$ cat config.mk
export PLATFORM = sky130hd
export DESIGN_NAME = handshake_test_producer
export DESIGN_NICKNAME = d
export VERILOG_FILES = /design/src/rtl/handshake_test_producer.sv
export SDC_FILE = /design/constraint.sdc
export NUM_CORES = 1
export LEC_CHECK = 0
export BUFFER_PORTS_ARGS = -buffer_cell sky130_fd_sc_hd__clkbuf_2
export CAP_MARGIN = 5
export CORE_MARGIN = 3
export CORE_UTILIZATION = 45
export DETAILED_ROUTE_END_ITERATION = 6
export MAX_ROUTING_LAYER = met4
export RECOVER_POWER = 25
export SETUP_SLACK_MARGIN = 0.2
export SLEW_MARGIN = 0
export SYNTH_ARGS = -nofsm -noshare
export SYNTH_HDL_FRONTEND = slang
export SYNTH_SLANG_ARGS = --single-unit
$ cat constraint.sdc
create_clock -name clock -period 15 [get_ports clock]
set_input_delay 0.75 -clock clock [delete_from_list [all_inputs] [get_ports clock]]
set_output_delay 0.75 -clock clock [all_outputs]
set_load 0.1 [all_outputs]
$ cat src/rtl/handshake_test_producer.sv
// rtl/handshake_test_producer.sv - self-checking dav_/rfd operand producer for the dual-input multiplier
// Optional watchdog on every handshake wait: define HANDSHAKE_PRODUCER_TIMEOUT_EN.

module handshake_test_producer #(
    parameter int N_TESTS        = 60,
    parameter int SETUP_CYCLES   = 1,
    parameter int HOLD_CYCLES    = 3,
    parameter int TIMEOUT_CYCLES = 10000
) (
    input  logic        clock,
    input  logic        reset,
    input  logic        start,
    input  logic        rfd,
    output logic        dav_,
    output logic [7:0]  x,
    output logic [7:0]  y,
    input  logic        ok,
    input  logic [15:0] m,
    output logic        busy,
    output logic        done,
    output logic [7:0]  err_count,
    output logic        timeout
);

    typedef enum logic [2:0] {
        S_IDLE,
        S_WAIT_RDY,
        S_SETUP,
        S_ASSERT,
        S_HOLD,
        S_RELEASE,
        S_DRAIN,
        S_DONE
    } state_t;

    localparam logic [6:0]  N_LAST     = 7'(N_TESTS);
    localparam logic [15:0] SETUP_LAST = 16'(SETUP_CYCLES - 1);
    localparam logic [15:0] HOLD_LAST  = 16'(HOLD_CYCLES - 1);

    generate
        if (N_TESTS < 1 || N_TESTS > 64 || SETUP_CYCLES < 1 || HOLD_CYCLES < 1 ||
            TIMEOUT_CYCLES < 1 || TIMEOUT_CYCLES > 16383) begin : g_bad_param
            $error("handshake_test_producer: parameter out of range");
        end
    endgenerate

    function automatic logic [7:0] op_x(input logic [5:0] i);
        return ({4'd0, i[5:2]} + 8'd1) * 8'd5;
    endfunction

    function automatic logic [7:0] op_y(input logic [5:0] i);
        return ({6'd0, i[1:0]} + 8'd4) * 8'd7;
    endfunction

    function automatic logic [15:0] op_prod(input logic [5:0] i);
        return {8'd0, op_x(i)} * {8'd0, op_y(i)};
    endfunction

    state_t      state;
    logic [6:0]  send_idx;
    logic [6:0]  send_nxt;
    logic [6:0]  chk_idx;
    logic [15:0] cnt;
    logic        ok_q;
    logic        start_ok;
    logic        ok_hit;

    assign send_nxt = send_idx + 7'd1;
    assign start_ok = start && (state == S_IDLE || state == S_DONE);
    // Only a fresh rising edge of ok during a run, and only until every result is in, is scored.
    assign ok_hit   = ok && !ok_q && busy && (chk_idx != N_LAST);

`ifdef HANDSHAKE_PRODUCER_TIMEOUT_EN
    localparam logic [13:0] WD_LAST = 14'(TIMEOUT_CYCLES - 1);

    logic [13:0] wd_cnt;
    logic        wd_counting;
    logic        wd_clear;
    logic        wd_fire;
    logic        timeout_q;

    assign wd_counting = state inside {S_WAIT_RDY, S_ASSERT, S_RELEASE, S_DRAIN};
    // Counting states are entered from non-counting ones except RELEASE->DRAIN, which clears explicitly.
    assign wd_clear    = !wd_counting || ok_hit ||
                         (state == S_RELEASE && rfd && send_nxt == N_LAST);
    assign wd_fire     = wd_counting && !ok_hit && (wd_cnt == WD_LAST);
    assign timeout     = timeout_q;

    always_ff @(posedge clock or posedge reset) begin
        if (reset) begin
            wd_cnt <= 14'd0;
        end else if (wd_clear) begin
            wd_cnt <= 14'd0;
        end else begin
            wd_cnt <= wd_cnt + 14'd1;
        end
    end
`else
    assign timeout = 1'b0;
`endif

    always_ff @(posedge clock or posedge reset) begin
        if (reset) begin
            state    <= S_IDLE;
            dav_     <= 1'b1;
            x        <= 8'd0;
            y        <= 8'd0;
            busy     <= 1'b0;
            done     <= 1'b0;
            send_idx <= 7'd0;
            cnt      <= 16'd0;
`ifdef HANDSHAKE_PRODUCER_TIMEOUT_EN
            timeout_q <= 1'b0;
`endif
        end else begin
`ifdef HANDSHAKE_PRODUCER_TIMEOUT_EN
            if (wd_fire) begin
                state     <= S_DONE;
                dav_      <= 1'b1;
                busy      <= 1'b0;
                done      <= 1'b1;
                timeout_q <= 1'b1;
            end else
`endif
            begin
                case (state)
                    S_IDLE, S_DONE: begin
                        if (start) begin
                            send_idx <= 7'd0;
                            done     <= 1'b0;
                            busy     <= 1'b1;
                            state    <= S_WAIT_RDY;
`ifdef HANDSHAKE_PRODUCER_TIMEOUT_EN
                            timeout_q <= 1'b0;
`endif
                        end
                    end
                    S_WAIT_RDY: begin
                        if (rfd) begin
                            x     <= op_x(send_idx[5:0]);
                            y     <= op_y(send_idx[5:0]);
                            cnt   <= 16'd0;
                            state <= S_SETUP;
                        end
                    end
                    S_SETUP: begin
                        if (cnt == SETUP_LAST) begin
                            cnt   <= 16'd0;
                            dav_  <= 1'b0;
                            state <= S_ASSERT;
                        end else begin
                            cnt <= cnt + 16'd1;
                        end
                    end
                    S_ASSERT: begin
                        if (!rfd) begin
                            cnt   <= 16'd0;
                            state <= S_HOLD;
                        end
                    end
                    S_HOLD: begin
                        if (cnt == HOLD_LAST) begin
                            dav_  <= 1'b1;
                            state <= S_RELEASE;
                        end else begin
                            cnt <= cnt + 16'd1;
                        end
                    end
                    S_RELEASE: begin
                        // x/y stay put until the consumer re-arms rfd for the next pair.
                        if (rfd) begin
                            send_idx <= send_nxt;
                            if (send_nxt == N_LAST) begin
                                state <= S_DRAIN;
                            end else begin
                                x     <= op_x(send_nxt[5:0]);
                                y     <= op_y(send_nxt[5:0]);
                                cnt   <= 16'd0;
                                state <= S_SETUP;
                            end
                        end
                    end
                    S_DRAIN: begin
                        if (chk_idx == N_LAST) begin
                            busy  <= 1'b0;
                            done  <= 1'b1;
                            state <= S_DONE;
                        end
                    end
                    default: state <= S_IDLE;
                endcase
            end
        end
    end

    always_ff @(posedge clock or posedge reset) begin
        if (reset) begin
            ok_q      <= 1'b0;
            chk_idx   <= 7'd0;
            err_count <= 8'd0;
        end else begin
            ok_q <= ok;
            if (start_ok) begin
                chk_idx   <= 7'd0;
                err_count <= 8'd0;
            end else if (ok_hit) begin
                chk_idx <= chk_idx + 7'd1;
                if (m != op_prod(chk_idx[5:0]) && err_count != 8'hFF) begin
                    err_count <= err_count + 8'd1;
                end
            end
        end
    end

endmodule

## Yosys cells after proc, flatten, opt, wreduce, memory -nomap -nowiden

Index checks and enable logic that the tools add are counted.
W data, S select, Z words.

| word-level totals | value |
|---|---|
| register bits after elaboration | 61 |
| bits in latches | 0 |
| bits in writable memories | 0 |
| ROM bits | 0 |
| input port bits | 21 |
| output and inout bits | 28 |
| memories kept | 0 |

| cells by class | value |
|---|---|
| add/sub/neg operators | 10 |
| multipliers | 7 |
| divide/modulo/power cells | 0 |
| magnitude comparators | 0 |
| equal/unequal tests | 22 |
| shift-type cells | 0 |
| muxes and demuxes | 41 |
| bitwise operators | 0 |
| reductions and logical operators | 24 |

Operator list:

| operator | number |
|---|---|
| $mux W16 | 6 |
| $pmux W16 S5 | 1 |
| $mux W8 | 9 |
| $pmux W8 S2 | 2 |
| $mux W7 | 4 |
| $mul A5 B3 Y8 const B | 3 |
| $mux W3 | 8 |
| $mul A4 B3 Y7 const B | 3 |
| $pmux W3 S7 | 1 |
| $ne A2 B2 Y1 const B | 9 |
| $add A16 B1 Y16 const B | 1 |
| $eq A16 B2 Y1 const B | 1 |
| $logic_not A16 Y1 | 1 |
| $ne A16 B15 Y1 | 1 |
| $add A4 B1 Y5 const B | 3 |
| $mul A8 B7 Y15 | 1 |
| $add A7 B1 Y7 const B | 2 |
| $eq A7 B6 Y1 const B | 2 |
| $pmux W7 S2 | 1 |
| $add A2 B3 Y4 const B | 3 |
| $eq A3 B3 Y1 const B | 4 |
| $reduce_bool A2 Y1 | 6 |
| $reduce_and A3 Y1 | 3 |
| $add A8 B1 Y8 const B | 1 |
| 16 further kinds | 28 |

## Longest topological paths before layout

| logic depth | value |
|---|---|
| depth after elaboration | 8 |
| mapped depth | 25 |
| depth with buffers taken out | 23 |

## Worst setup path before layout

OpenSTA, ideal clock, no wires.

| timing path | value |
|---|---|
| kind | flip-flop to flip-flop |
| start | register chk_idx[4] |
| end | register err_count[0] |
| arrival time | 6863 ps |
| required time | 14868 ps |
| path slack | 8005 ps |
| cell stages (with the launch flop) | 26 |
| path buffers | 2 |
| clock period less this slack | 6995 ps |
| cell sequence | dfrtp_1 > clkbuf_1 > nand3_1 > xnor2_1 > ha_1 > ha_1 > fa_1 > xor2_1 > nand2_1 > fa_1 > inv_1 > fa_1 > inv_1 > fa_1 > inv_1 > fa_1 > ha_1 > xor2_1 > o21a_1 > or4b_1 > or4_1 > or4_4 > o41ai_4 > buf_6 > xor2_1 > nor2_1 |

| between the ends | value |
|---|---|
| longest elaborated chain between the ends | 7 |
| elaborated cells between the ends (all ways) | 10 |

RTL lines:

| what | line | text |
|---|---|---|
| start: declaration | 62 | `logic [6:0] chk_idx;` |
| start signal: assignment | 207 | `chk_idx <= chk_idx + 7'd1;` |
| $add A4 B1 Y5 | 48 | `return ({4'd0, i[5:2]} + 8'd1) * 8'd5;` |
| $mul A5 B3 Y8 | 48 |  |
| $mul A8 B7 Y15 | 56 | `return {8'd0, op_x(i)} * {8'd0, op_y(i)};` |
| $ne A16 B15 Y1 | 208 | `if (m != op_prod(chk_idx[5:0]) && err_count != 8'hFF) begin` |
| $logic_and A1 B1 Y1 | 208 |  |
| $reduce_bool A2 Y1 (no line) | n/a |  |
| $reduce_and A2 Y1 (no line) * | n/a |  |
| end signal: assignment | 209 | `err_count <= err_count + 8'd1;` |
| end: declaration | 21 | `output logic [7:0] err_count,` |

Mark *: on every way between the ends. The rest lies on a longest branch, timed or not.
A chain may end at the register's enable or synchronous reset.

## Worst setup path after layout

| timing path | value |
|---|---|
| start | register chk_idx[2] |
| end | register err_count[5] |

The elaborated chain is that of the path after synthesis.

==> metrics.cfg <==
[yosys]
synth_flop_cell = dfrtp_1
ys_ff_latch = 59
synth_top_area_cell = dfrtp_1
synthTopCellsByArea = dfrtp_1, ha_1, fa_1
synth_edf_count = 0
ys_async_sr_fraction_pct = 100
yosysTopAreaCellShare_pct = 25.9
synth_area_per_cell_sq_um = 8.87
yosysUniqueCellTypes = 56
netlist_area_sq_um = 5610
synthCells = 632
yosys_warnings = 0
yosysSeqAreaShare_pct = 26.4

[placed_design]
hpwl_mm = 9.50
portBuffers = 45
place.gp.congestion = 0.879
placed_cell_area_sq_um = 5960

[setup_path]
slowest_stage = o41ai_4
crit_top_cell = fa_1
path_class = flip-flop to flip-flop
cp.required_ns = 15.18
arrival_ns = 7.82
path_cells = ha_1 > ha_1 > ha_1 > fa_1 > xor2_1 > nand2_1 > fa_1 > inv_1 > fa_1 > inv_1 > fa_1 > inv_1 > fa_1 > ha_1 > xor2_1 > o21a_1 > or4b_1 > or4_1 > or4_4 > o41ai_4 > or4_1 > a21oi_1
r2r_end = err_count[5]
startpoint = chk_idx[2]
cp_max_fo = 14
worst_r2r_path_depth = 22
critPathLaunchType = flip-flop
reg2reg_from = chk_idx[2]
rrSetupSlack_ns = 7.36
critPathMaxStageDelay_ns = 0.76
endpoint_kind = flip-flop

[sta]
grt_setup_unrepaired = no
tightest_slew_ns = 3.24
drv_slew = 60
slew_headroom_pct = -116
holdWs_ns = 0.484
fmax_mhz = 131
tns_ns = 0
finalHoldViolCount = 0
fin_skew_ns = 0.00861
final-setup-viol-count = 0
timing.final.crit_share_pct = 50.9
min_period_ns = 7.64

[route]
drc = 0
num_vias = 4633
vias_per_cell = 5.51
drtIter0Drc = 247
wirelength_mm = 12.3
first_pass_iters = 5
wire_per_inst_um = 14.7
antenna_left = 0

[clock_network]
ctsHoldBuffers = 0
clock_sinks = 59
post_cts_buffers = 0
numCtsBuffers = 9
clk_latency_ns = 0.33
htree_levels = 3
clockBufferDepth = 2
cts.repair.resized = 0
ctsRootBufferMaster = clkbuf_16
cts_tree = done
clkTransAtPathRegs_ns = 0.06

[final_layout]
drive_gt1_share_pct = 11.3
mostFrequentLayoutCells = ha_1, dfrtp_1, inv_1, nand2_1, nor2_1
fill_cells = 1158
area_growth_pct = 12.0
nets = 786
fin_area_sq_um = 6280
final_common_cell = ha_1
antenna_cells = 0

[floorplanning]
dieArea_sq_um = 13800
std_cell_rows = 40
die_y_um = 118
io-pin-count = 49
initial_core_util_pct = 46.3
die_x_um = 118
core_area_sq_um = 12100

[global_routing]
track_usage_pct = 19.2
antenna_found_initial = 0
overflow = 0
grt_pass1_wl_mm = 21.7
grt_max_degree = 60
grt_pass1_vias = 4590

[worst_hold_path]
min-delay-start = done
whs_endpoint = done
hp-class = flip-flop to flip-flop
min_path_cells = 1

[pwr]
power_mw = 1.43
powerDensity_nw_per_um2 = 227
power.leakage_nw = 3.14
ir_drop_mv = 0.129

[job]
drv_cap = 1

[status]
violations = capacitance limit, slew limit
status = finished with violations

-- registers in the layout, summed over array words and instances (netlist names) --
register   count
busy           1
cnt           16
x              8
dav_           1
ok_q           1
chk_idx        7
done           1
y              6
err_count      8
send_idx       7
state          3
-- how the worst max path moves through the flow --
stage,to,slack (ns),depth (start not counted)
final,err_count[5],7.36,22
after global routing,err_count[5],6.95,23
after CTS,err_count[5],7.38,23
after detailed placement,err_count[5],7.42,22
after global placement,err_count[5],7.60,23
after floorplan,err_count[0],8.01,25
-- power by group --
group	leakage, nW	internal (mW)	total [mW]	switching, mW
combinational	2.22	0.346	0.970	0.624
sequential	0.767	0.191	0.232	0.0408
clock	0.148	0.146	0.223	0.0769
-- per-layer routing --
metal | GRT usage, % | routed length [um] | vias to the layer above
met3 | 3.46 | 501 | 19
met5 | - | 0 | -
met1 | 24.0 | 5450 | 2244
li1 | - | - | 2264
met4 | 6.01 | 229 | 0
met2 | 31.8 | 6150 | 106
-- kinds of logic (layout without fill, tap and decap cells) --
kind of cell / Yosys count / in the layout / share of synthesized area (%)
AO/OA/AOI/OAI: 127 / 127 / 14.5
multiplexers: 9 / 9 / 1.74
other: 1 / 3 / 0.0669
adder cells (fa/ha/maj): 97 / 97 / 25.1
AND/OR/NAND/NOR: 210 / 210 / 18.7
XOR/XNOR: 50 / 50 / 7.81
buffers and inverters: 79 / 118 / 5.62
flip-flops: 59 / 59 / 26.4
-- cell usage after synthesis, types with 3 or more instances --
cell type  count
o21ai_1        7
or3_1         10
nand3_1       24
buf_4          3
nand2_1       54
mux2i_1        3
a21o_1         7
a31oi_1       11
nor4_1         6
nand2b_1       3
o21a_1         4
and3_1        10
nor2_1        46
nor3_1         9
mux2_2         6
xor2_1        22
o22ai_1        4
o21ai_0       41
o31ai_1        7
xnor2_1       28
inv_1         54
nor2b_1       13
dfrtp_1       58
and2_1        16
clkbuf_1      20
a21oi_1       23
nand4_1        7
or4_1          3
o211ai_1       4
ha_1          71
fa_1          26
-- through the flow --
| stage | cells | setup WS (ns) | util (%) |
|---|---|---|---|
| global placement | 825 | 7.60 | 49.2 |
| global route | 841 | 6.95 | 51.8 |
| detailed placement | 825 | 7.42 | 49.2 |
| finish | 841 | 7.36 | 51.8 |
| CTS | 841 | 7.38 | 51.9 |
| floorplan | 634 | 8.01 | - |
-- layout make-up --
cell class / instances / area [sq um] / area share, %
clock buffer: 9 / 225 / 3.59
clock inverter: 7 / 100 / 1.59
inverter: 54 / 203 / 3.23
sequential: 59 / 1480 / 23.5
tap: 168 / 210 / 3.35
timing repair buffer: 48 / 243 / 3.87
multi-input combinational: 496 / 3820 / 60.8
-- worst max-delay path: cells and delay by family, from the launching register on --
kind,cells,cell delay (ns)
compound gates,3,0.94
xor+xnor,2,0.43
fa+ha+maj,9,3.71
buf+inv,3,0.15
flops,1,0.46
simple gates,5,1.79
Note: power is estimated with default switching activity, not from simulation.
